`src/rtl/multicycle_ctrl_if.sv`:
```
// Control/status bundle between the multi-cycle RV32I controller (master) and its datapath (slave):
// IR fields, ALU flag and memory handshake in, per-cycle strobes, mux selects and fault status out.
interface multicycle_ctrl_if;
  logic [6:0] opcode;
  logic [2:0] funct3;
  logic       funct7_5;
  logic       zero;
  logic       mem_ready;

  logic       mem_req;
  logic       mem_we;
  logic       adr_src;
  logic       ir_we;
  logic       pc_we;
  logic       reg_we;
  logic [1:0] alu_src_a;
  logic [1:0] alu_src_b;
  logic [1:0] result_src;
  logic [2:0] alu_ctrl;
  logic       instr_done;
  logic       fault;
  logic [1:0] fault_cause;

  modport master (
    input  opcode, funct3, funct7_5, zero, mem_ready,
    output mem_req, mem_we, adr_src, ir_we, pc_we, reg_we,
           alu_src_a, alu_src_b, result_src, alu_ctrl,
           instr_done, fault, fault_cause
  );

  modport slave (
    output opcode, funct3, funct7_5, zero, mem_ready,
    input  mem_req, mem_we, adr_src, ir_we, pc_we, reg_we,
           alu_src_a, alu_src_b, result_src, alu_ctrl,
           instr_done, fault, fault_cause
  );
endinterface

```
`src/rtl/multicycle_ctrl.sv`:
```
// Main FSM of the multi-cycle RV32I core: sequences PC/IR, ALU, register file and the single memory port.
// Optional feature macro ILLEGAL_TRAP_EN: illegal instructions trap to FAULT instead of retiring as a NOP.
module multicycle_ctrl #(
  parameter int MEM_TIMEOUT = 16
) (
  input logic              clk,
  input logic              rst,
  multicycle_ctrl_if.master bus
);

  typedef enum logic [3:0] {
    S_FETCH, S_DECODE, S_MEM_ADDR, S_MEM_RD, S_MEM_WB, S_MEM_WR,
    S_EXEC_R, S_EXEC_I, S_ALU_WB, S_BRANCH, S_JAL, S_LUI, S_FAULT
  } state_e;

  typedef enum logic [1:0] {
    CAUSE_NONE    = 2'b00,
    CAUSE_ILLEGAL = 2'b01,
    CAUSE_TIMEOUT = 2'b10
  } cause_e;

  typedef struct packed {
    logic       mem_req;
    logic       mem_we;
    logic       adr_src;
    logic       ir_we;
    logic       pc_we;
    logic       reg_we;
    logic [1:0] alu_src_a;
    logic [1:0] alu_src_b;
    logic [1:0] result_src;
    logic [2:0] alu_ctrl;
    logic       instr_done;
  } ctrl_t;

  localparam logic [6:0] OP_LOAD   = 7'b0000011;
  localparam logic [6:0] OP_STORE  = 7'b0100011;
  localparam logic [6:0] OP_R      = 7'b0110011;
  localparam logic [6:0] OP_I      = 7'b0010011;
  localparam logic [6:0] OP_BRANCH = 7'b1100011;
  localparam logic [6:0] OP_JAL    = 7'b1101111;
  localparam logic [6:0] OP_LUI    = 7'b0110111;

  localparam logic [2:0] ALU_ADD = 3'b000;
  localparam logic [2:0] ALU_SUB = 3'b001;
  localparam logic [2:0] ALU_AND = 3'b010;
  localparam logic [2:0] ALU_OR  = 3'b011;
  localparam logic [2:0] ALU_SLT = 3'b101;

  localparam logic [1:0] SRCA_PC    = 2'b00;
  localparam logic [1:0] SRCA_OLDPC = 2'b01;
  localparam logic [1:0] SRCA_RS1   = 2'b10;
  localparam logic [1:0] SRCA_ZERO  = 2'b11;
  localparam logic [1:0] SRCB_RS2   = 2'b00;
  localparam logic [1:0] SRCB_IMM   = 2'b01;
  localparam logic [1:0] SRCB_FOUR  = 2'b10;
  localparam logic [1:0] RES_ALUOUT = 2'b00;
  localparam logic [1:0] RES_MEM    = 2'b01;
  localparam logic [1:0] RES_ALU    = 2'b10;

  localparam bit TIMEOUT_EN = (MEM_TIMEOUT > 0);
  localparam int CNT_W      = (MEM_TIMEOUT > 1) ? $clog2(MEM_TIMEOUT) : 1;
  localparam int CNT_MAX_I  = (MEM_TIMEOUT > 0) ? MEM_TIMEOUT - 1 : 0;
  localparam logic [CNT_W-1:0] CNT_MAX = CNT_MAX_I[CNT_W-1:0];

  state_e           state_q, state_d;
  cause_e           cause_q, cause_d;
  logic [CNT_W-1:0] cnt_q, cnt_d;

  state_e     dec_next;
  logic       dec_illegal;
  logic [2:0] alu_op;
  logic       mem_wait;
  logic       timeout_hit;
  ctrl_t      ctrl;
  ctrl_t      ctrl_out;

  // Instruction classification, evaluated while the IR is stable in DECODE.
  always_comb begin
    dec_next    = S_FETCH;
    dec_illegal = 1'b0;
    unique case (bus.opcode)
      OP_LOAD, OP_STORE: dec_next = S_MEM_ADDR;
      OP_R, OP_I: begin
        if (bus.funct3 inside {3'b000, 3'b010, 3'b110, 3'b111})
          dec_next = (bus.opcode == OP_R) ? S_EXEC_R : S_EXEC_I;
        else
          dec_illegal = 1'b1;
      end
      OP_BRANCH: begin
        if (bus.funct3 inside {3'b000, 3'b001}) dec_next = S_BRANCH;
        else                                    dec_illegal = 1'b1;
      end
      OP_JAL:  dec_next = S_JAL;
      OP_LUI:  dec_next = S_LUI;
      default: dec_illegal = 1'b1;
    endcase
  end

  // SUB only exists for R-type; ADDI ignores IR[30].
  always_comb begin
    alu_op = ALU_ADD;
    case (bus.funct3)
      3'b000:  alu_op = (state_q == S_EXEC_R && bus.funct7_5) ? ALU_SUB : ALU_ADD;
      3'b010:  alu_op = ALU_SLT;
      3'b110:  alu_op = ALU_OR;
      3'b111:  alu_op = ALU_AND;
      default: alu_op = ALU_ADD;
    endcase
  end

  assign mem_wait    = (state_q == S_FETCH) || (state_q == S_MEM_RD) || (state_q == S_MEM_WR);
  assign timeout_hit = TIMEOUT_EN && mem_wait && !bus.mem_ready && (cnt_q == CNT_MAX);

  // NOTE: every variable assigned here gets a default first, so no path can infer a latch.
  always_comb begin
    state_d = state_q;
    cause_d = cause_q;
    ctrl    = '0;

    unique case (state_q)
      S_FETCH: begin
        ctrl.mem_req    = 1'b1;
        ctrl.alu_src_a  = SRCA_PC;
        ctrl.alu_src_b  = SRCB_FOUR;
        ctrl.result_src = RES_ALU;
        if (bus.mem_ready) begin
          ctrl.ir_we = 1'b1;
          ctrl.pc_we = 1'b1;
          state_d    = S_DECODE;
        end
      end
      S_DECODE: begin
        // Branch/jump target is precomputed into ALUOut here.
        ctrl.alu_src_a = SRCA_OLDPC;
        ctrl.alu_src_b = SRCB_IMM;
        if (dec_illegal) begin
`ifdef ILLEGAL_TRAP_EN
          state_d = S_FAULT;
          if (cause_q == CAUSE_NONE) cause_d = CAUSE_ILLEGAL;
`else
          state_d         = S_FETCH;
          ctrl.instr_done = 1'b1;
`endif
        end else begin
          state_d = dec_next;
        end
      end
      S_MEM_ADDR: begin
        ctrl.alu_src_a = SRCA_RS1;
        ctrl.alu_src_b = SRCB_IMM;
        state_d        = (bus.opcode == OP_STORE) ? S_MEM_WR : S_MEM_RD;
      end
      S_MEM_RD: begin
        ctrl.mem_req = 1'b1;
        ctrl.adr_src = 1'b1;
        if (bus.mem_ready) state_d = S_MEM_WB;
      end
      S_MEM_WB: begin
        ctrl.result_src = RES_MEM;
        ctrl.reg_we     = 1'b1;
        ctrl.instr_done = 1'b1;
        state_d         = S_FETCH;
      end
      S_MEM_WR: begin
        ctrl.mem_req = 1'b1;
        ctrl.mem_we  = 1'b1;
        ctrl.adr_src = 1'b1;
        if (bus.mem_ready) begin
          ctrl.instr_done = 1'b1;
          state_d         = S_FETCH;
        end
      end
      S_EXEC_R: begin
        ctrl.alu_src_a = SRCA_RS1;
        ctrl.alu_src_b = SRCB_RS2;
        ctrl.alu_ctrl  = alu_op;
        state_d        = S_ALU_WB;
      end
      S_EXEC_I: begin
        ctrl.alu_src_a = SRCA_RS1;
        ctrl.alu_src_b = SRCB_IMM;
        ctrl.alu_ctrl  = alu_op;
        state_d        = S_ALU_WB;
      end
      S_ALU_WB: begin
        ctrl.result_src = RES_ALUOUT;
        ctrl.reg_we     = 1'b1;
        ctrl.instr_done = 1'b1;
        state_d         = S_FETCH;
      end
      S_BRANCH: begin
        ctrl.alu_src_a  = SRCA_RS1;
        ctrl.alu_src_b  = SRCB_RS2;
        ctrl.alu_ctrl   = ALU_SUB;
        ctrl.result_src = RES_ALUOUT;
        ctrl.pc_we      = (bus.funct3 == 3'b000) ? bus.zero : !bus.zero;
        ctrl.instr_done = 1'b1;
        state_d         = S_FETCH;
      end
      S_JAL: begin
        // PC takes the target from ALUOut while the ALU forms the link value oldPC+4.
        ctrl.alu_src_a  = SRCA_OLDPC;
        ctrl.alu_src_b  = SRCB_FOUR;
        ctrl.result_src = RES_ALUOUT;
        ctrl.pc_we      = 1'b1;
        state_d         = S_ALU_WB;
      end
      S_LUI: begin
        ctrl.alu_src_a = SRCA_ZERO;
        ctrl.alu_src_b = SRCB_IMM;
        state_d        = S_ALU_WB;
      end
      S_FAULT: state_d = S_FAULT;
      default: state_d = S_FAULT;
    endcase

    // A ready on the last permitted cycle wins because timeout_hit requires mem_ready low.
    if (timeout_hit) begin
      state_d = S_FAULT;
      if (cause_q == CAUSE_NONE) cause_d = CAUSE_TIMEOUT;
    end
  end

  always_comb begin
    cnt_d = cnt_q;
    if (state_d != state_q)                            cnt_d = '0;
    else if (TIMEOUT_EN && mem_wait && !bus.mem_ready) cnt_d = cnt_q + 1'b1;
  end

  // NOTE: sequential state uses non-blocking assignments so every flop samples pre-edge values.
  always_ff @(posedge clk) begin
    if (rst) begin
      state_q <= S_FETCH;
      cause_q <= CAUSE_NONE;
      cnt_q   <= '0;
    end else begin
      state_q <= state_d;
      cause_q <= cause_d;
      cnt_q   <= cnt_d;
    end
  end

  // Outputs are forced low combinationally so a reset mid-access drops mem_req immediately.
  assign ctrl_out = rst ? '0 : ctrl;

  assign bus.mem_req     = ctrl_out.mem_req;
  assign bus.mem_we      = ctrl_out.mem_we;
  assign bus.adr_src     = ctrl_out.adr_src;
  assign bus.ir_we       = ctrl_out.ir_we;
  assign bus.pc_we       = ctrl_out.pc_we;
  assign bus.reg_we      = ctrl_out.reg_we;
  assign bus.alu_src_a   = ctrl_out.alu_src_a;
  assign bus.alu_src_b   = ctrl_out.alu_src_b;
  assign bus.result_src  = ctrl_out.result_src;
  assign bus.alu_ctrl    = ctrl_out.alu_ctrl;
  assign bus.instr_done  = ctrl_out.instr_done;
  assign bus.fault       = !rst && (state_q == S_FAULT);
  assign bus.fault_cause = rst ? CAUSE_NONE : cause_q;

endmodule

```
`src/flat_wrapper.sv`:
```
// flat-port wrapper written by rule: the top's interface ports become plain ports
module multicycle_ctrl_flat 
#(
  parameter int MEM_TIMEOUT = 16
)
  (clk, rst, bus_opcode, bus_funct3, bus_funct7_5, bus_zero, bus_mem_ready, bus_mem_req, bus_mem_we, bus_adr_src, bus_ir_we, bus_pc_we, bus_reg_we, bus_alu_src_a, bus_alu_src_b, bus_result_src, bus_alu_ctrl, bus_instr_done, bus_fault, bus_fault_cause);
  multicycle_ctrl_if bus_i ();
  input logic clk;
  input logic rst;
  input wire logic [$bits(bus_i.opcode)-1:0] bus_opcode;
  input wire logic [$bits(bus_i.funct3)-1:0] bus_funct3;
  input wire logic [$bits(bus_i.funct7_5)-1:0] bus_funct7_5;
  input wire logic [$bits(bus_i.zero)-1:0] bus_zero;
  input wire logic [$bits(bus_i.mem_ready)-1:0] bus_mem_ready;
  output wire logic [$bits(bus_i.mem_req)-1:0] bus_mem_req;
  output wire logic [$bits(bus_i.mem_we)-1:0] bus_mem_we;
  output wire logic [$bits(bus_i.adr_src)-1:0] bus_adr_src;
  output wire logic [$bits(bus_i.ir_we)-1:0] bus_ir_we;
  output wire logic [$bits(bus_i.pc_we)-1:0] bus_pc_we;
  output wire logic [$bits(bus_i.reg_we)-1:0] bus_reg_we;
  output wire logic [$bits(bus_i.alu_src_a)-1:0] bus_alu_src_a;
  output wire logic [$bits(bus_i.alu_src_b)-1:0] bus_alu_src_b;
  output wire logic [$bits(bus_i.result_src)-1:0] bus_result_src;
  output wire logic [$bits(bus_i.alu_ctrl)-1:0] bus_alu_ctrl;
  output wire logic [$bits(bus_i.instr_done)-1:0] bus_instr_done;
  output wire logic [$bits(bus_i.fault)-1:0] bus_fault;
  output wire logic [$bits(bus_i.fault_cause)-1:0] bus_fault_cause;
  assign bus_i.opcode = bus_opcode;
  assign bus_i.funct3 = bus_funct3;
  assign bus_i.funct7_5 = bus_funct7_5;
  assign bus_i.zero = bus_zero;
  assign bus_i.mem_ready = bus_mem_ready;
  assign bus_mem_req = bus_i.mem_req;
  assign bus_mem_we = bus_i.mem_we;
  assign bus_adr_src = bus_i.adr_src;
  assign bus_ir_we = bus_i.ir_we;
  assign bus_pc_we = bus_i.pc_we;
  assign bus_reg_we = bus_i.reg_we;
  assign bus_alu_src_a = bus_i.alu_src_a;
  assign bus_alu_src_b = bus_i.alu_src_b;
  assign bus_result_src = bus_i.result_src;
  assign bus_alu_ctrl = bus_i.alu_ctrl;
  assign bus_instr_done = bus_i.instr_done;
  assign bus_fault = bus_i.fault;
  assign bus_fault_cause = bus_i.fault_cause;
  multicycle_ctrl #(.MEM_TIMEOUT(MEM_TIMEOUT)) u_core (.clk(clk), .rst(rst), .bus(bus_i));
endmodule
```
`config.mk`:
```
export PLATFORM = sky130hd
export DESIGN_NAME = multicycle_ctrl_flat
export DESIGN_NICKNAME = d
export VERILOG_FILES = /design/src/rtl/multicycle_ctrl_if.sv /design/src/rtl/multicycle_ctrl.sv /design/src/flat_wrapper.sv
export SDC_FILE = /design/constraint.sdc
export NUM_CORES = 1
export LEC_CHECK = 0
export ABC_AREA = 1
export BUFFER_PORTS_ARGS = -buffer_cell sky130_fd_sc_hd__clkbuf_2
export CELL_PAD_IN_SITES_DETAIL_PLACEMENT = 0
export CELL_PAD_IN_SITES_GLOBAL_PLACEMENT = 1
export CORE_MARGIN = 4
export CORE_UTILIZATION = 35
export DETAILED_ROUTE_END_ITERATION = 10
export PLACE_DENSITY = 0.82
export SLEW_MARGIN = 20
export SYNTH_ARGS = -nofsm -noshare
export SYNTH_HDL_FRONTEND = slang
export SYNTH_SLANG_ARGS = --single-unit
```
`constraint.sdc`:
```
create_clock -name clk -period 4.57 [get_ports clk]
set_input_delay 0.457 -clock clk [delete_from_list [all_inputs] [get_ports clk]]
set_output_delay 0.457 -clock clk [all_outputs]
set_load 0.01 [all_outputs]
```
### After elaboration in Yosys (flattened, before gate mapping)

Cells that the tools add are included.

| storage, ports and cells | value |
|---|---|
| output and inout bits | 19 |
| bits in registers | 9 |
| bits of input ports | 15 |

| operators by class | value |
|---|---|
| muxes and demuxes | 32 |
| add/subtract/negate cells | 1 |
| equal/unequal tests | 25 |
| reductions and logical operators | 27 |

Operators by type and width:

| kind | count |
|---|---|
| $mux 4 | 7 |
| $pmux 4 s7 | 1 |
| $eq 4x4->1 const B | 6 |
| $pmux 4 s6 | 1 |
| $eq 7x6->1 const B | 3 |
| $pmux 4 s5 | 1 |
| $eq 4x3->1 const B | 4 |
| $mux 16 | 1 |
| $reduce_or 2->1 | 8 |
| $eq 7x7->1 const B | 2 |
| $mux 1 | 12 |
| $pmux 3 s4 | 1 |
| $pmux 1 s3 | 3 |
| $eq 4x2->1 const B | 2 |
| $reduce_or 4->1 | 2 |
| $eq 7x2->1 const B | 1 |
| $eq 7x5->1 const B | 1 |
| $eq 3x3->1 const B | 2 |
| $pmux 3 s2 | 1 |
| $reduce_or 3->1 | 2 |
| $add 4x1->4 const B | 1 |
| $eq 4x1->1 const B | 1 |
| $logic_and 1x1->1 | 4 |
| $logic_not 4->1 | 1 |
| 13 further kinds | 17 |

### Logic depth before layout (Yosys ltp)

Gate-level depths: netlist of run 1.

| logic depth | value |
|---|---|
| word-level depth | 9 |
| mapped depth | 13 |
| gate-level depth less buffers | 13 |

### Worst setup path after synthesis of run 1

Ideal clock, no wire load.

| timing path | value |
|---|---|
| path kind | input to output |
| start | input port bus_opcode[1] |
| end | output port bus_instr_done |
| arrival time | 1.272 ns |
| setup slack | 2.841 ns |
| stages | 6 |
| cell sequence | nand2_1 -> nor2_2 -> nand2_1 -> o221ai_1 -> nand2_1 -> a21oi_1 |

| on the way | value |
|---|---|
| longest elaborated chain between the ends | 6 |
| elaborated cells on any way between the ends | 13 |
| classes of those cells | eq/ne: 7; mux: 4; reduce/logical: 2 |

Ends and longest elaborated chain:

| what | line | source |
|---|---|---|
| start: declaration | flat_wrapper.sv:10 | `input wire logic [$bits(bus_i.opcode)-1:0] bus_opcode;` |
| $eq 7x2->1, or another cell as far along | multicycle_ctrl.sv:82 | `unique case (bus.opcode)` |
| $reduce_or 4->1 (no line) / $reduce_or 2->1 (equally long branches) | -- |  |
| $pmux 1 s3 (*) | multicycle_ctrl.sv:82 |  |
| $mux 1 (*) | multicycle_ctrl.sv:137 | `if (dec_illegal) begin` |
| $pmux 1 s3 (*) | multicycle_ctrl.sv:121 | `unique case (state_q)` |
| $mux 16 (*) | multicycle_ctrl.sv:245 | `assign ctrl_out = rst ? '0 : ctrl;` |
| end: declaration | flat_wrapper.sv:25 | `output wire logic [$bits(bus_i.instr_done)-1:0] bus_instr_done;` |

Mark *: on every way between the ends. The rest lies on a longest branch, timed or not.

### Worst setup path after layout of run 1

| timing path | value |
|---|---|
| start | register u_core.state_q[2] |
| end | output port bus_alu_ctrl[2] |

| on the way | value |
|---|---|
| longest elaborated chain between the ends | 4 |
| elaborated cells on any way between the ends | 6 |
| classes of those cells | eq/ne: 3; mux: 2; reduce/logical: 1 |

Ends and longest elaborated chain:

| what | line | source |
|---|---|---|
| start: declaration | multicycle_ctrl.sv:66 | `state_e state_q, state_d;` |
| start signal: assignment | multicycle_ctrl.sv:238 | `state_q <= state_d;` |
| $eq 4x3->1 | multicycle_ctrl.sv:121 |  |
| $reduce_or 2->1 (no line) | -- |  |
| $pmux 3 s2 (*) | multicycle_ctrl.sv:121 |  |
| $mux 16 (*) | multicycle_ctrl.sv:245 |  |
| end: declaration | flat_wrapper.sv:24 | `output wire logic [$bits(bus_i.alu_ctrl)-1:0] bus_alu_ctrl;` |

Marked as above.

==> results of run 1 <==
## critical path: stages (launching register included)
cell and delay, ns:
dfxtp_1 0.42, inv_2 0.09, nor2_4 0.16, inv_2 0.06, nor2_1 0.23, inv_1 0.11
nor4_1 0.19, clkbuf_2 0.18
## report_power, final
| part | leakage (nW) | switching (mW) | internal (mW) | total [mW] |
|---|---|---|---|---|
| Combinational | 0.584 | 0.0311 | 0.0177 | 0.0487 |
| Sequential | 0.0729 | 0.00159 | 0.0800 | 0.0816 |
| Clock | 0.0150 | 0.0241 | 0.0334 | 0.0575 |
## stage by stage
step | setup WS (ns) | power, mW
after floorplan | 2.84 | 0.115
after global placement | 2.63 | 0.131
after detailed placement | 2.60 | 0.132
after CTS | 2.44 | 0.192
after global routing | 2.21 | 0.207
final | 2.42 | 0.188
## final timing paths
path                       end               from  cells after the start
max            bus_alu_ctrl[2]  u_core.state_q[2]                      7
min          u_core.cause_q[1]  u_core.cause_q[1]                      2
max reg2reg    u_core.cnt_q[2]  u_core.state_q[2]                     13
min reg2reg  u_core.cause_q[1]  u_core.cause_q[1]                      2
## area by class of cell
type	count	area [um^2]
timing repair buffer	32	160
multi-input combinational	138	719
tap	31	38.8
sequential	9	180
fill	316	1560
clock buffer	4	26.3
inverter	33	124
## state kept, by name, indices dropped and copies added, names as in the netlist
| signal | cells |
|---|---|
| u_core.cnt_q | 4 |
| u_core.state_q | 4 |
| u_core.cause_q | 1 |
## per-layer routing
layer	GRT usage (%)	share of wire, %
met1	18.4	48
met3	3.06	4.5
met4	2.48	0.51
met5	0	0
met2	25.7	47
## placed cells by master, fill, tap and decap left out, types with 2 or more instances in the layout
cell type	n
a21oi_1	11
xor2_1	2
nand2_1	34
nor2_1	31
inv_1	27
xnor2_1	2
clkbuf_4	3
a31oi_1	2
nand2_2	6
nand4_1	5
o21ai_0	6
clkbuf_2	32
nand3_1	12
dfxtp_1	9
nor2_4	3
inv_2	6
nand3_2	3
nor3_1	7
nor2_2	4
## kinds of logic (layout without fill, tap and decap cells)
logic type | after synthesis | in the layout | synth area share (%)
AO/OA/AOI/OAI | 23 | 23 | 12.2
XOR/XNOR | 4 | 4 | 3.37
adder cells (fa/ha/maj) | 1 | 1 | 1.20
buffers and inverters | 36 | 69 | 13.4
flip-flops | 9 | 9 | 17.3
multiplexers | 1 | 1 | 1.08
other | 1 | 1 | 0.361
AND/OR/NAND/NOR | 108 | 108 | 51.1
==> flow_summary.ini, run 1 <==
[placed_design]
globalplace.congestion = 0.863
place_area_mm2 = 0.00122
dp.cells = 243
dp_hpwl_um = 2210
port_buffers = 32

[routing]
routed_wl_um = 2550
dr.pass1.iters = 4
ant_nets = 0
dr.first_iter.drc_count = 73
drc_errors = 0
wl_per_cell_um = 10.3
vias = 1209
vias_per_cell = 4.89

[grt]
grt_pass1_vias = 1151
grt_max_degree = 24
antenna_found_initial = 0
grt.overflow.total = 0
grt_pass1_wl_um = 4840
track_usage_pct = 14.6

[pwr]
ir_drop_uv = 93.7
p_leak_nw = 0.672
p_per_area_mw_per_mm2 = 150

[critical_path]
end_kind = primary output
arrival_ns = 1.69
cp-start-kind = flop
cp.required_ns = 4.11
worstPathMaxFanout = 5
crit_type = reg -> out
reg2reg_slack_ns = 2.92

[floorplan]
die_w_um = 62.5
dieHeight_um = 62.5
start_util_pct = 37.0
pin_count = 34
placementRows = 19
design.die.area_mm2 = 0.00390
coreArea_mm2 = 0.00281

[clock_network]
cts_tree = done
cts_max_level = 1
post_cts_resized = 0
path_clk_slew_ns = 0.05
clock_latency_ns = 0.25
cts_hold_buf = 0
post-cts-setup-buffer-count = 0
cts_inserted_buffers = 3
cts_root_buf = clkbuf_4
clk_path_buf_depth = 2
cts.sink_count = 9

[timing]
setup_viol = 0
whs_ns = 0.461
fin_worst_skew_ns = 0.000615
tns_ns = 0
clock.fmax_ghz = 0.466
rsz0062_at_grt = no
fin_crit_sh_pct = 47.0
slew_viol_final = 0
min_period_ns = 2.15
hold_violations = 0

[logic_synthesis]
synth_flop_cell = dfxtp_1
synth_commonest_cells = 34 x nand2_1, 31 x nor2_1, 27 x inv_1, 12 x nand3_1, 11 x a21oi_1
synthTopCellsByArea = dfxtp_1 17%, nand2_1 12%, nor2_1 11%, inv_1 9.8%, nand3_1 5.8%
synth_warnings = 0
yosysTopAreaCellShare_pct = 17.3
synth_cell_types = 29
synth_area_mm2 = 0.00104
yosys.area.top_type = dfxtp_1
yosysSeqAreaShare_pct = 17.3
synth_nets = 199
netlist_instances = 183
syn_area_per_cell_um2 = 5.67
synth.most_common_cell = nand2_1
synth-edff-count = 0
ys_seq_elements = 9
async_flop_share_pct = 0

[status]
status = completed

[finish]
drive_gt1_share_pct = 27.3
stdcell_count = 247
utilization_pct = 44.5
finalNetCount = 233
area_delta_synth_final_pct = 20.2
antenna_cells = 0
final_area_mm2 = 0.00125

[flow_run]
drv_cap = 0

[hold_path]
hp-class = reg -> reg
No activity file was read; power rests on OpenSTA's default activity.
==> inputs of run 2 (changes only) <==
--- a/config.mk
+++ b/config.mk
@@ -10,9 +10,9 @@
 export CELL_PAD_IN_SITES_DETAIL_PLACEMENT = 0
 export CELL_PAD_IN_SITES_GLOBAL_PLACEMENT = 1
 export CORE_MARGIN = 4
-export CORE_UTILIZATION = 35
+export CORE_UTILIZATION = 33
 export DETAILED_ROUTE_END_ITERATION = 10
-export PLACE_DENSITY = 0.82
+export PLACE_DENSITY = 0.78
 export SLEW_MARGIN = 20
 export SYNTH_ARGS = -nofsm -noshare
 export SYNTH_HDL_FRONTEND = slang
==> constraint.sdc (replaced) <==
create_clock -name clk -period 2.2 [get_ports clk]
set_input_delay 0.22 -clock clk [delete_from_list [all_inputs] [get_ports clk]]
set_output_delay 0.22 -clock clk [all_outputs]
set_load 0.01 [all_outputs]
==> flow_summary.ini, run 2 (synthesized netlist as in run 1, its figures left out) <==
[clock_network]
cts_max_level = 1
cts.sink_count = 9
post-cts-setup-buffer-count = 0
cts_root_buf = clkbuf_4
clk_path_buf_depth = 2
cts_inserted_buffers = 3
cts_tree = done
post_cts_resized = 0
path_clk_slew_ns = 0.06
cts_hold_buf = 0
clock_latency_ns = 0.25

[critical_path]
cp.required_ns = 1.98
arrival_ns = 1.66
worstPathMaxFanout = 5
crit_type = reg -> out
r2r_cells = 13
end_kind = primary output
reg2reg_slack_ns = 0.54
cp-start-kind = flop

[routing]
vias_per_cell = 4.65
ant_nets = 0
dr.pass1.iters = 4
wl_per_cell_um = 10.4
drc_errors = 0
vias = 1208
routed_wl_um = 2720
dr.first_iter.drc_count = 41

[finish]
layout_commonest_cell = nand2_1
stdcell_count = 260
register_area_um2 = 180
multi_input_area_um2 = 719
final_cell_mix = 34 x nand2_1, 32 x clkbuf_2, 31 x nor2_1
finalNetCount = 233
antenna_cells = 0
fill_cells = 358
reg.largest.list = u_core.cnt_q (4), u_core.state_q (4), u_core.cause_q (1)
drive_gt1_share_pct = 27.3
area_delta_synth_final_pct = 21.8

[floorplan]
die_w_um = 64.1
placementRows = 20
dieHeight_um = 64.1
start_util_pct = 34.3
coreArea_mm2 = 0.00303
design.die.area_mm2 = 0.00411
pin_count = 34

[timing]
setup_viol = 0
fin_crit_sh_pct = 85.6
tns_ns = 0
whs_ns = 0.444
fin_ws_ns = 0.317
clock.fmax_ghz = 0.531
rsz0062_at_grt = no
hold_violations = 0
slew_viol_final = 0
min_period_ns = 1.88
fin_worst_skew_ns = 0.00140

[status]
status = completed

[grt]
globalRouteMet2Util_pct = 23.6
top_usage_layer = met2
grt.overflow.total = 0
grt_pass1_vias = 1095
use_met3_pct = 2.99
met1_usage_pct = 17.0
antenna_found_initial = 0
track_usage_pct = 13.5
grt_pass1_wl_um = 4600
grt_max_degree = 24

[placed_design]
dp_hpwl_um = 2270
globalplace.congestion = 0.827
port_buffers = 32
dp_slack_ns = 0.545
dp.cells = 256

[flow_run]
drv_cap = 0

[pwr]
p_leak_nw = 0.672
ir_drop_uv = 133
p_total_mw = 0.394
p_per_area_mw_per_mm2 = 312

[hold_path]
whs_path_depth = 2
hp-class = in -> reg
[run 2: layout make-up]
| class | instances | area share [%] |
|---|---|---|
| sequential | 9 | 14.2 |
| inverter | 33 | 9.79 |
| clock buffer | 4 | 2.08 |
| tap | 44 | 4.35 |
| timing repair buffer | 32 | 12.7 |
| multi-input combinational | 138 | 56.9 |
[run 2: metrics by stage]
stage	area [um^2]	util [%]
global placement	1240	40.9
CTS	1260	41.8
finish	1260	41.8
detailed placement	1240	40.9
global route	1260	41.8
floorplan	1040	-
[run 2: path summary, 6_finish.rpt]
| path | from | endpoint |
|---|---|---|
| worst max-delay path | u_core.state_q[2] | bus_instr_done |
| worst min-delay path | rst | u_core.cause_q[1] |
| worst max register to register | u_core.state_q[2] | u_core.cnt_q[0] |
| worst min register to register | u_core.cause_q[1] | u_core.cause_q[1] |
[run 2: critical path, stage by stage, from the launching register on]
cell and delay, ns:
dfxtp_1 0.42, inv_2 0.09, nand2_1 0.13, inv_1 0.08, o21ai_0 0.23, nand2_1 0.09
a21oi_1 0.14, a21oi_1 0.08, clkbuf_2 0.15
[run 2: report_power, final]
part           leakage (nW)  total, mW  switching (mW)  internal (mW)
Sequential           0.0729      0.169         0.00312          0.166
Clock                0.0150      0.123          0.0538         0.0696
Combinational         0.584      0.102          0.0650         0.0367
[run 2: per-layer routing]
metal / vias up / routed length [um]
met1: 522 / 1300
met3: 0 / 170
li1: 652 / -
met4: 0 / 0
met5: - / 0
met2: 34 / 1250
